==> config.mk <==
export PLATFORM = sky130hd
export DESIGN_NAME = cv32e40s_instr_obi_responder
export DESIGN_NICKNAME = d
export VERILOG_FILES = /design/src/rtl/cv32e40s_instr_obi_responder.sv
export SDC_FILE = /design/constraint.sdc
export NUM_CORES = 1
export LEC_CHECK = 0
export ABC_AREA = 1
export CAP_MARGIN = 20
export CORE_AREA = 2 2 99 101
export DETAILED_ROUTE_END_ITERATION = 10
export DIE_AREA = 0 0 101 103
export PLACE_DENSITY_LB_ADDON = 0.05
export SYNTH_ARGS = -nofsm -noshare
export SYNTH_HDL_FRONTEND = slang
export SYNTH_SLANG_ARGS = --single-unit
==> constraint.sdc <==
create_clock -name clk -period 4.9 [get_ports clk]
set_clock_uncertainty 0.15 [all_clocks]
set_input_delay 0.98 -clock clk [delete_from_list [all_inputs] [get_ports clk]]
set_output_delay 0.98 -clock clk [all_outputs]
set_load 0.01 [all_outputs]
==> src/rtl/cv32e40s_instr_obi_responder.sv <==
// OBI instruction-side memory responder: single-cycle RAM reads, in-order responses, at most DEPTH outstanding.
// Response arrives 1 cycle after grant when unstalled; resp_stall_i buffers beats and grant drops once DEPTH are outstanding.
module cv32e40s_instr_obi_responder #(
    parameter int unsigned DEPTH    = 2,
    parameter int unsigned MEM_AW   = 10,
    parameter logic [31:0] ERR_BASE = 32'h0001_0000,
    parameter int unsigned CNT_W    = $clog2(DEPTH + 1)
) (
    input  logic              clk,
    input  logic              rst,
    input  logic              obi_req_i,
    input  logic [31:0]       obi_addr_i,
    output logic              obi_gnt_o,
    output logic              obi_rvalid_o,
    output logic [31:0]       obi_rdata_o,
    output logic              obi_err_o,
    input  logic              resp_stall_i,
    output logic              mem_req_o,
    output logic [MEM_AW-1:0] mem_addr_o,
    input  logic [31:0]       mem_rdata_i,
    output logic [CNT_W-1:0]  outstnd_cnt_o,
    output logic              protocol_err_o
);

    localparam int unsigned PTR_W = (DEPTH > 1) ? $clog2(DEPTH) : 1;

    typedef struct packed {
        logic [31:0] rdata;
        logic        err;
    } beat_t;

    logic [CNT_W-1:0] cnt_q, cnt_d;
    logic [CNT_W-1:0] fill_q, fill_d;
    logic [PTR_W-1:0] wr_ptr_q, wr_ptr_d;
    logic [PTR_W-1:0] rd_ptr_q, rd_ptr_d;
    logic             rd_pend_q, rd_pend_d;
    logic             rd_err_q, rd_err_d;
    logic             req_q, req_d;
    logic             gnt_q, gnt_d;
    logic [31:0]      addr_q, addr_d;
    logic             protocol_err_q, protocol_err_d;
    beat_t            fifo_q [DEPTH];

    logic  gnt, acc, in_err;
    logic  fifo_empty, fifo_full;
    logic  bypass, pop, push, rvalid;
    beat_t beat, out_beat;

    function automatic logic [PTR_W-1:0] ptr_inc(input logic [PTR_W-1:0] p);
        return (p == PTR_W'(DEPTH - 1)) ? '0 : p + 1'b1;
    endfunction

    always_comb begin
        gnt        = cnt_q < CNT_W'(DEPTH);
        acc        = obi_req_i & gnt;
        in_err     = obi_addr_i >= ERR_BASE;
        mem_req_o  = acc & ~in_err;
        mem_addr_o = mem_req_o ? obi_addr_i[MEM_AW+1:2] : '0;

        // Error-region beats never look at RAM data, which may be stale.
        beat.rdata = rd_err_q ? 32'h0 : mem_rdata_i;
        beat.err   = rd_err_q;

        fifo_empty = (fill_q == '0);
        fifo_full  = (fill_q == CNT_W'(DEPTH));
        bypass     = fifo_empty & ~resp_stall_i & rd_pend_q;
        pop        = ~fifo_empty & ~resp_stall_i;
        push       = rd_pend_q & ~bypass;
        rvalid     = bypass | pop;

        out_beat = '0;
        if (bypass) begin
            out_beat = beat;
        end else if (pop) begin
            out_beat = fifo_q[rd_ptr_q];
        end

        fill_d = fill_q;
        if (push && !pop) begin
            fill_d = fill_q + 1'b1;
        end else if (pop && !push) begin
            fill_d = fill_q - 1'b1;
        end
        wr_ptr_d = push ? ptr_inc(wr_ptr_q) : wr_ptr_q;
        rd_ptr_d = pop  ? ptr_inc(rd_ptr_q) : rd_ptr_q;

        cnt_d = cnt_q;
        if (acc && !rvalid) begin
            cnt_d = cnt_q + 1'b1;
        end else if (rvalid && !acc) begin
            cnt_d = cnt_q - 1'b1;
        end

        rd_pend_d = acc;
        rd_err_d  = acc & in_err;

        // A stalled request must be held with a stable address until granted.
        req_d          = obi_req_i;
        gnt_d          = gnt;
        addr_d         = obi_addr_i;
        protocol_err_d = protocol_err_q |
                         (req_q & ~gnt_q & (~obi_req_i | (obi_addr_i != addr_q)));
    end

    always_ff @(posedge clk or posedge rst) begin
        if (rst) begin
            cnt_q          <= '0;
            fill_q         <= '0;
            wr_ptr_q       <= '0;
            rd_ptr_q       <= '0;
            rd_pend_q      <= 1'b0;
            rd_err_q       <= 1'b0;
            req_q          <= 1'b0;
            gnt_q          <= 1'b0;
            addr_q         <= '0;
            protocol_err_q <= 1'b0;
        end else begin
            cnt_q          <= cnt_d;
            fill_q         <= fill_d;
            wr_ptr_q       <= wr_ptr_d;
            rd_ptr_q       <= rd_ptr_d;
            rd_pend_q      <= rd_pend_d;
            rd_err_q       <= rd_err_d;
            req_q          <= req_d;
            gnt_q          <= gnt_d;
            addr_q         <= addr_d;
            protocol_err_q <= protocol_err_d;
        end
    end

    always_ff @(posedge clk) begin
        if (push) begin
            fifo_q[wr_ptr_q] <= beat;
        end
    end

    assert property (@(posedge clk) disable iff (rst) !(push && fifo_full));

    assign obi_gnt_o      = gnt;
    assign obi_rvalid_o   = rvalid;
    assign obi_rdata_o    = out_beat.rdata;
    assign obi_err_o      = out_beat.err;
    assign outstnd_cnt_o  = cnt_q;
    assign protocol_err_o = protocol_err_q;

endmodule

Word-level counts from Yosys, hierarchy flattened
Memory sizes are Yosys's and may differ from the RTL's. Cells that the tools add are included.

Add/sub/neg operators: 6. Magnitude comparators: 2. Eq/ne operators: 1. Muxes and demuxes: 12. Bitwise operators: 18. Reduce and logical (&&, ||, !) cells: 11.

Operator list (number): $mux 33 (2); $ge 32x17->1 const B (1); $mux 32 (1); $ne 32x32->1 (1); $mux 10 (1); $and 1x1->1 (9); $mux 2 (4); $not 1->1 (6); $add 2x1->2 const B (2); $logic_and 1x1->1 (4); $logic_not 1->1 (4); $mux 1 (4); $reduce_bool 2->1 (2); $sub 2x1->2 const B (2); $or 1x1->1 (3); $add 1x1->1 const B (2); $logic_not 2->1 (1); $lt 2x2->1 const B (1).

Bits in registers: 43. Memory bits (writable): 66. Output and inout bits: 49. Logic and storage cells: 61. Memories: 1.

Memories: fifo_q (depth 2, bits a word 33, read ports 1, clocked after memory_dff 0, write ports 1, line 42) `beat_t fifo_q [DEPTH];`.

Depth between registers and ports, before layout
Depth after elaboration: 9. Depth in mapped cells: 11.

Least setup slack after synthesis
No wires, ideal clock.

Path kind: input-to-reg. Start point: in resp_stall_i. End point: mem fifo_q[1][0] in the netlist's numbering (enable). Library setup time: 0.425 ns. Arrival time: 2.773 ns. Path slack: 1.552 ns. Cell stages on the path: 5. Path buffers: 1. Cell sequence: buf_2 inv_1 nand2_2 nand2_1 nor2_1.

Cells in the longest elaborated chain, start to end: 7.

RTL lines: from (decl) (line 17) `input logic resp_stall_i,`; $not 1->1 (line 66) `bypass = fifo_empty & ~resp_stall_i & rd_pend_q;`; $and 1x1->1 (2 in series) (line 66); $not 1->1 (line 68) `push = rd_pend_q & ~bypass;`; $and 1x1->1 (line 68); $mux 1 (line 132) `if (push) begin`; $mux 1 (not written as such) (line 133) `fifo_q[wr_ptr_q] <= beat;`; to (decl) (line 42).

Every way passes these cells.

Worst setup path after layout
Start point: in resp_stall_i. End point: out obi_rdata_o[28].

Cells in the longest elaborated chain, start to end: 4. Elaborated cells between the ends (all ways): 6.

RTL lines: $not 1->1 * (line 66, 67); $and 1x1->1, on equally long branches (line 67, 66); $mux 33 / $and 1x1->1 (equally long branches) (line 74, 66); $mux 33 * (line 72) `if (bypass) begin`; to (decl) (line 15) `output logic [31:0] obi_rdata_o,`.

Every way passes the cells marked *; elsewhere a longest branch is shown, timed or not.

==> metrics.txt <==
# TYPE chip_impl_metric gauge
chip_impl_info{name="status",value="completed"} 1
chip_impl_metric{name="fp.dieH",unit="um"} 103
chip_impl_metric{name="worstPathRequired",unit="ns"} 3.77
chip_impl_metric{name="synth.ff_latch_count",unit=""} 109
chip_impl_metric{name="number_of_top_level_design_ports",unit=""} 117
chip_impl_metric{name="final_report_max_slew_violation_count",unit=""} 0
chip_impl_info{name="worst_r2r_startpoint",value="fill_q[0]"} 1
chip_impl_metric{name="track_usage",unit="%"} 19.2
chip_impl_metric{name="setup_viol_count_final",unit=""} 0
chip_impl_metric{name="first_pass_grt_wire_length",unit="um"} 15400
chip_impl_metric{name="timing.reg2reg.setup_slack",unit="ns"} 2.46
chip_impl_metric{name="number_of_buffers_inserted_by_port_buffering",unit=""} 116
chip_impl_info{name="path_class",value="in2out"} 1
chip_impl_metric{name="detailedPlace.worstSlack",unit="ns"} 0.624
chip_impl_info{name="clock_tree_from_tritoncts",value="done"} 1
chip_impl_metric{name="maxcap_violations",unit=""} 0
chip_impl_metric{name="netSwitchingPower",unit="uW"} 870
chip_impl_metric{name="postCtsSetupRepairBufs",unit=""} 0
chip_impl_metric{name="synth_cell_types",unit=""} 28
chip_impl_metric{name="final.hold.worst_slack",unit="ns"} 0.340
chip_impl_metric{name="worstSkewPairLatency",unit="ns"} 0.36
chip_impl_metric{name="power.sequential.fraction",unit="%"} 48.7
chip_impl_metric{name="total_via_count_after_detailed_routing",unit=""} 3446
chip_impl_metric{name="dpl.hpwl",unit="um"} 6600
chip_impl_metric{name="antenna_violating_nets_post_route",unit=""} 0
chip_impl_metric{name="postLayoutSetupSlackWorst",unit="ns"} 0.628
chip_impl_metric{name="p_comb_share",unit="%"} 33.3
chip_impl_info{name="worstHoldPathType",value="reg2reg"} 1
chip_impl_metric{name="yosys_warnings",unit=""} 0
chip_impl_metric{name="power.share.switching",unit="%"} 32.7
chip_impl_metric{name="total_leakage_power",unit="uW"} 0.00282
chip_impl_metric{name="avgSynthCellArea",unit="um^2"} 10.7
chip_impl_metric{name="starting_density_of_the_core",unit="%"} 51.8
chip_impl_metric{name="postPlaceCellArea",unit="mm^2"} 0.00615
chip_impl_metric{name="clockPowerShare",unit="%"} 18.1
chip_impl_metric{name="power_report.internal_total",unit="uW"} 1790
chip_impl_info{name="critical_path.slowest_cell",value="sky130_fd_sc_hd__clkdlybuf4s50_1"} 1
chip_impl_metric{name="period_minus_slack",unit="ns"} 4.27
chip_impl_metric{name="postLayoutCoreUtil",unit="%"} 66.7
chip_impl_metric{name="cts_made_buffers",unit=""} 9
chip_impl_info{name="r2r_end",value="outstnd_cnt_o[1]"} 1
chip_impl_metric{name="via_per_inst",unit=""} 4.99
chip_impl_metric{name="worstMarginPinSlew",unit="ns"} 1.05
chip_impl_metric{name="postCtsHoldBufs",unit=""} 0
chip_impl_metric{name="clock_tree.buffer_depth",unit=""} 2
chip_impl_metric{name="finalSetupTns",unit="ns"} 0
chip_impl_metric{name="max_clock_freq",unit="GHz"} 0.234
chip_impl_metric{name="post_synth_inst_count",unit=""} 459
chip_impl_metric{name="total_grt_overflow",unit=""} 0
chip_impl_metric{name="fp-row-count",unit=""} 36
chip_impl_metric{name="number_of_antenna_violations_at_the_first_check_in_global_routing",unit=""} 0
chip_impl_metric{name="num-nets-final",unit=""} 641
chip_impl_metric{name="fp.dieW",unit="um"} 101
chip_impl_info{name="root_buffer",value="sky130_fd_sc_hd__clkbuf_8"} 1
chip_impl_metric{name="final_area",unit="mm^2"} 0.00631
chip_impl_metric{name="pwr_density_cell",unit="mW/mm^2"} 421
chip_impl_metric{name="cts-htree-levels",unit=""} 3
chip_impl_info{name="cell_repeated_most_along_the_worst_path",value="sky130_fd_sc_hd__clkdlybuf4s50_1"} 1
chip_impl_metric{name="gp_congestion",unit=""} 0.753
chip_impl_metric{name="hold_violations",unit=""} 0
chip_impl_metric{name="timing.final.crit_share",unit="%"} 87.2
chip_impl_info{name="timing.critical_path.cells",value="clkdlybuf4s50_1 -> buf_4 -> inv_1 -> nand2_2 -> nor2_2 -> inv_2 -> o32ai_1 -> clkdlybuf4s50_1"} 1
chip_impl_metric{name="numClockSinks",unit=""} 109
chip_impl_info{name="grt_setup_unrepaired",value="false"} 1
chip_impl_metric{name="syn_nets",unit=""} 528
chip_impl_metric{name="largest_vdd_supply_drop",unit="mV"} 0.211
chip_impl_metric{name="drive_gt1_share",unit="%"} 4.16
chip_impl_info{name="start_kind",value="input pin"} 1
chip_impl_metric{name="fill_cells",unit=""} 751
chip_impl_metric{name="route.final.wire_length",unit="um"} 9630
chip_impl_metric{name="headroom_to_the_max_slew_limit",unit="%"} 30.3
chip_impl_metric{name="n_antenna_cell",unit=""} 0
chip_impl_info{name="critPathCapture",value="obi_rdata_o[28]"} 1
chip_impl_metric{name="clkSlewWorstSetupHoldPaths",unit="ns"} 0.09
chip_impl_metric{name="synthesis.area",unit="mm^2"} 0.00490
chip_impl_metric{name="worst-endpoint-arrival",unit="ns"} 3.14
chip_impl_info{name="timing.critical_path.to_type",value="output port"} 1
chip_impl_metric{name="detailedRoute.firstPassIterationCount",unit=""} 4
chip_impl_metric{name="critical_path.max_stage_delay",unit="ns"} 0.52
chip_impl_metric{name="cts_resized",unit=""} 0
chip_impl_metric{name="fp.coreArea",unit="mm^2"} 0.00946
chip_impl_metric{name="grt_max_degree",unit=""} 44
chip_impl_metric{name="post_route_drc",unit=""} 0
chip_impl_metric{name="number_of_global_route_vias_before_repair",unit=""} 3344
chip_impl_metric{name="design.die.area",unit="mm^2"} 0.0104
chip_impl_metric{name="detailedRoute.firstIterationViolations",unit=""} 94
chip_impl_metric{name="fraction_of_the_yosys_area_taken_by_sequential_cells",unit="%"} 62.4
chip_impl_metric{name="timing.reg2reg.worst_path_depth",unit=""} 9
chip_impl_info{name="worstSetupStartpoint",value="resp_stall_i"} 1
chip_impl_metric{name="wire_per_inst",unit="um"} 13.9
chip_impl_metric{name="crit_path_max_fanout",unit=""} 33
chip_impl_metric{name="syn_to_final_growth",unit="%"} 28.8
worst max-delay path: cells and delay by family:
| kind | cells | cell delay (ns) |
|---|---|---|
| AOI/OAI and AO/OA | 1 | 0.22 |
| buffers and inverters | 5 | 1.79 |
| and+or+nand+nor | 2 | 0.14 |
power by group through the flow:
stage          clock network, uW  logic, uW  registers (uW)
2_1_floorplan                  0        579            1230
3_3_place_gp                   0        877            1310
3_5_place_dp                   0        895            1320
4_1_cts                      497        899            1300
5_1_grt                      535        971            1310
6_report                     481        885            1290
worst min-delay path by stage:
stage	from	end	slack [ns]	depth (start not counted)
floorplan	rd_err_q	fifo_q[0][0]	0.29	0
global placement	rd_err_q	fifo_q[1][0]	0.31	0
detailed placement	rd_err_q	fifo_q[0][0]	0.32	0
CTS	rd_err_q	fifo_q[0][0]	0.34	0
global route	rd_err_q	fifo_q[1][0]	0.36	0
finish	rd_err_q	fifo_q[0][0]	0.34	0
cell families after synthesis:
logic type      count (synthesis)  share of synthesized area [%]
compound gates                 50                           7.68
xor+xnor                       13                           2.32
simple gates                  146                           11.8
mux                            32                           6.53
buf+inv                       108                           9.08
flops                         109                           62.4
fa+ha+maj                       1                          0.255
cells in the mapped netlist:
cell type	number	area, um^2
sky130_fd_sc_hd__o211ai_1	1	7.51
sky130_fd_sc_hd__nor3_1	2	10.0
sky130_fd_sc_hd__o22ai_1	3	18.8
sky130_fd_sc_hd__inv_2	1	3.75
sky130_fd_sc_hd__nand3b_1	1	7.51
sky130_fd_sc_hd__nand2_1	97	364
sky130_fd_sc_hd__o32ai_1	32	280
sky130_fd_sc_hd__nand2_2	1	6.26
sky130_fd_sc_hd__nand3_1	4	20.0
sky130_fd_sc_hd__buf_2	2	10.0
sky130_fd_sc_hd__buf_1	5	18.8
sky130_fd_sc_hd__o21ai_0	10	50.1
sky130_fd_sc_hd__clkbuf_1	4	15.0
sky130_fd_sc_hd__xnor2_1	7	61.3
sky130_fd_sc_hd__buf_4	4	30.0
sky130_fd_sc_hd__nor2_4	1	11.3
sky130_fd_sc_hd__a21oi_1	4	20.0
sky130_fd_sc_hd__ha_1	1	12.5
sky130_fd_sc_hd__nor4_1	1	6.26
sky130_fd_sc_hd__nand4_1	1	6.26
sky130_fd_sc_hd__nor2_1	37	139
sky130_fd_sc_hd__dfrtp_1	43	1080
sky130_fd_sc_hd__mux2i_1	32	320
sky130_fd_sc_hd__buf_6	3	33.8
sky130_fd_sc_hd__inv_1	89	334
sky130_fd_sc_hd__nor2_2	1	6.26
sky130_fd_sc_hd__xor2_1	6	52.6
sky130_fd_sc_hd__edfxtp_1	66	1980
cells in the final DEF (no fill, tap or decap), types with 2 or more instances in the layout:
master and n:
sky130_fd_sc_hd__clkdlybuf4s50_1 116, sky130_fd_sc_hd__nand2_1 97, sky130_fd_sc_hd__inv_1 90, sky130_fd_sc_hd__edfxtp_1 66, sky130_fd_sc_hd__dfrtp_1 42, sky130_fd_sc_hd__nor2_1 35
sky130_fd_sc_hd__mux2i_1 32, sky130_fd_sc_hd__o32ai_1 32, sky130_fd_sc_hd__o21ai_0 10, sky130_fd_sc_hd__clkbuf_8 9, sky130_fd_sc_hd__xnor2_1 7, sky130_fd_sc_hd__xor2_1 6
sky130_fd_sc_hd__nand3_1 4, sky130_fd_sc_hd__a21oi_1 4, sky130_fd_sc_hd__buf_4 4, sky130_fd_sc_hd__nor2_4 3, sky130_fd_sc_hd__o22ai_1 3, sky130_fd_sc_hd__nor3_1 2
sky130_fd_sc_hd__inv_6 2, sky130_fd_sc_hd__clkbuf_1 2
cell type report:
cell class | instances | area, um^2 | share of cell area [%]
Clock inverter | 5 | 36.3 | 0.575
Sequential cell | 109 | 3060 | 48.5
Inverter | 90 | 338 | 5.35
Multi-Input combinational cell | 242 | 1420 | 22.4
Tap cell | 114 | 143 | 2.26
Timing Repair Buffer | 120 | 1190 | 18.9
Clock buffer | 11 | 131 | 2.08
routing by layer:
metal	vias to the layer above	share of wire (%)	track usage, %
met5	-	0	0
met4	0	1.1	6.86
met3	9	4.6	3.80
met2	72	51	34.2
met1	1613	44	23.5
li1	1752	-	-
through the flow:
step           power (uW)  cells
2_1_floorplan        1810    459
3_3_place_gp         2190    675
3_5_place_dp         2210    675
4_1_cts              2690    691
5_1_grt              2820    691
6_report             2660    691
state kept, by name, summed over array words and instances, names as in the netlist, 2 cells and up:
register	cells
addr_q	32
fifo_q	66
fill_q	2
outstnd_cnt_o	2
(Power assumes the default switching activity.)
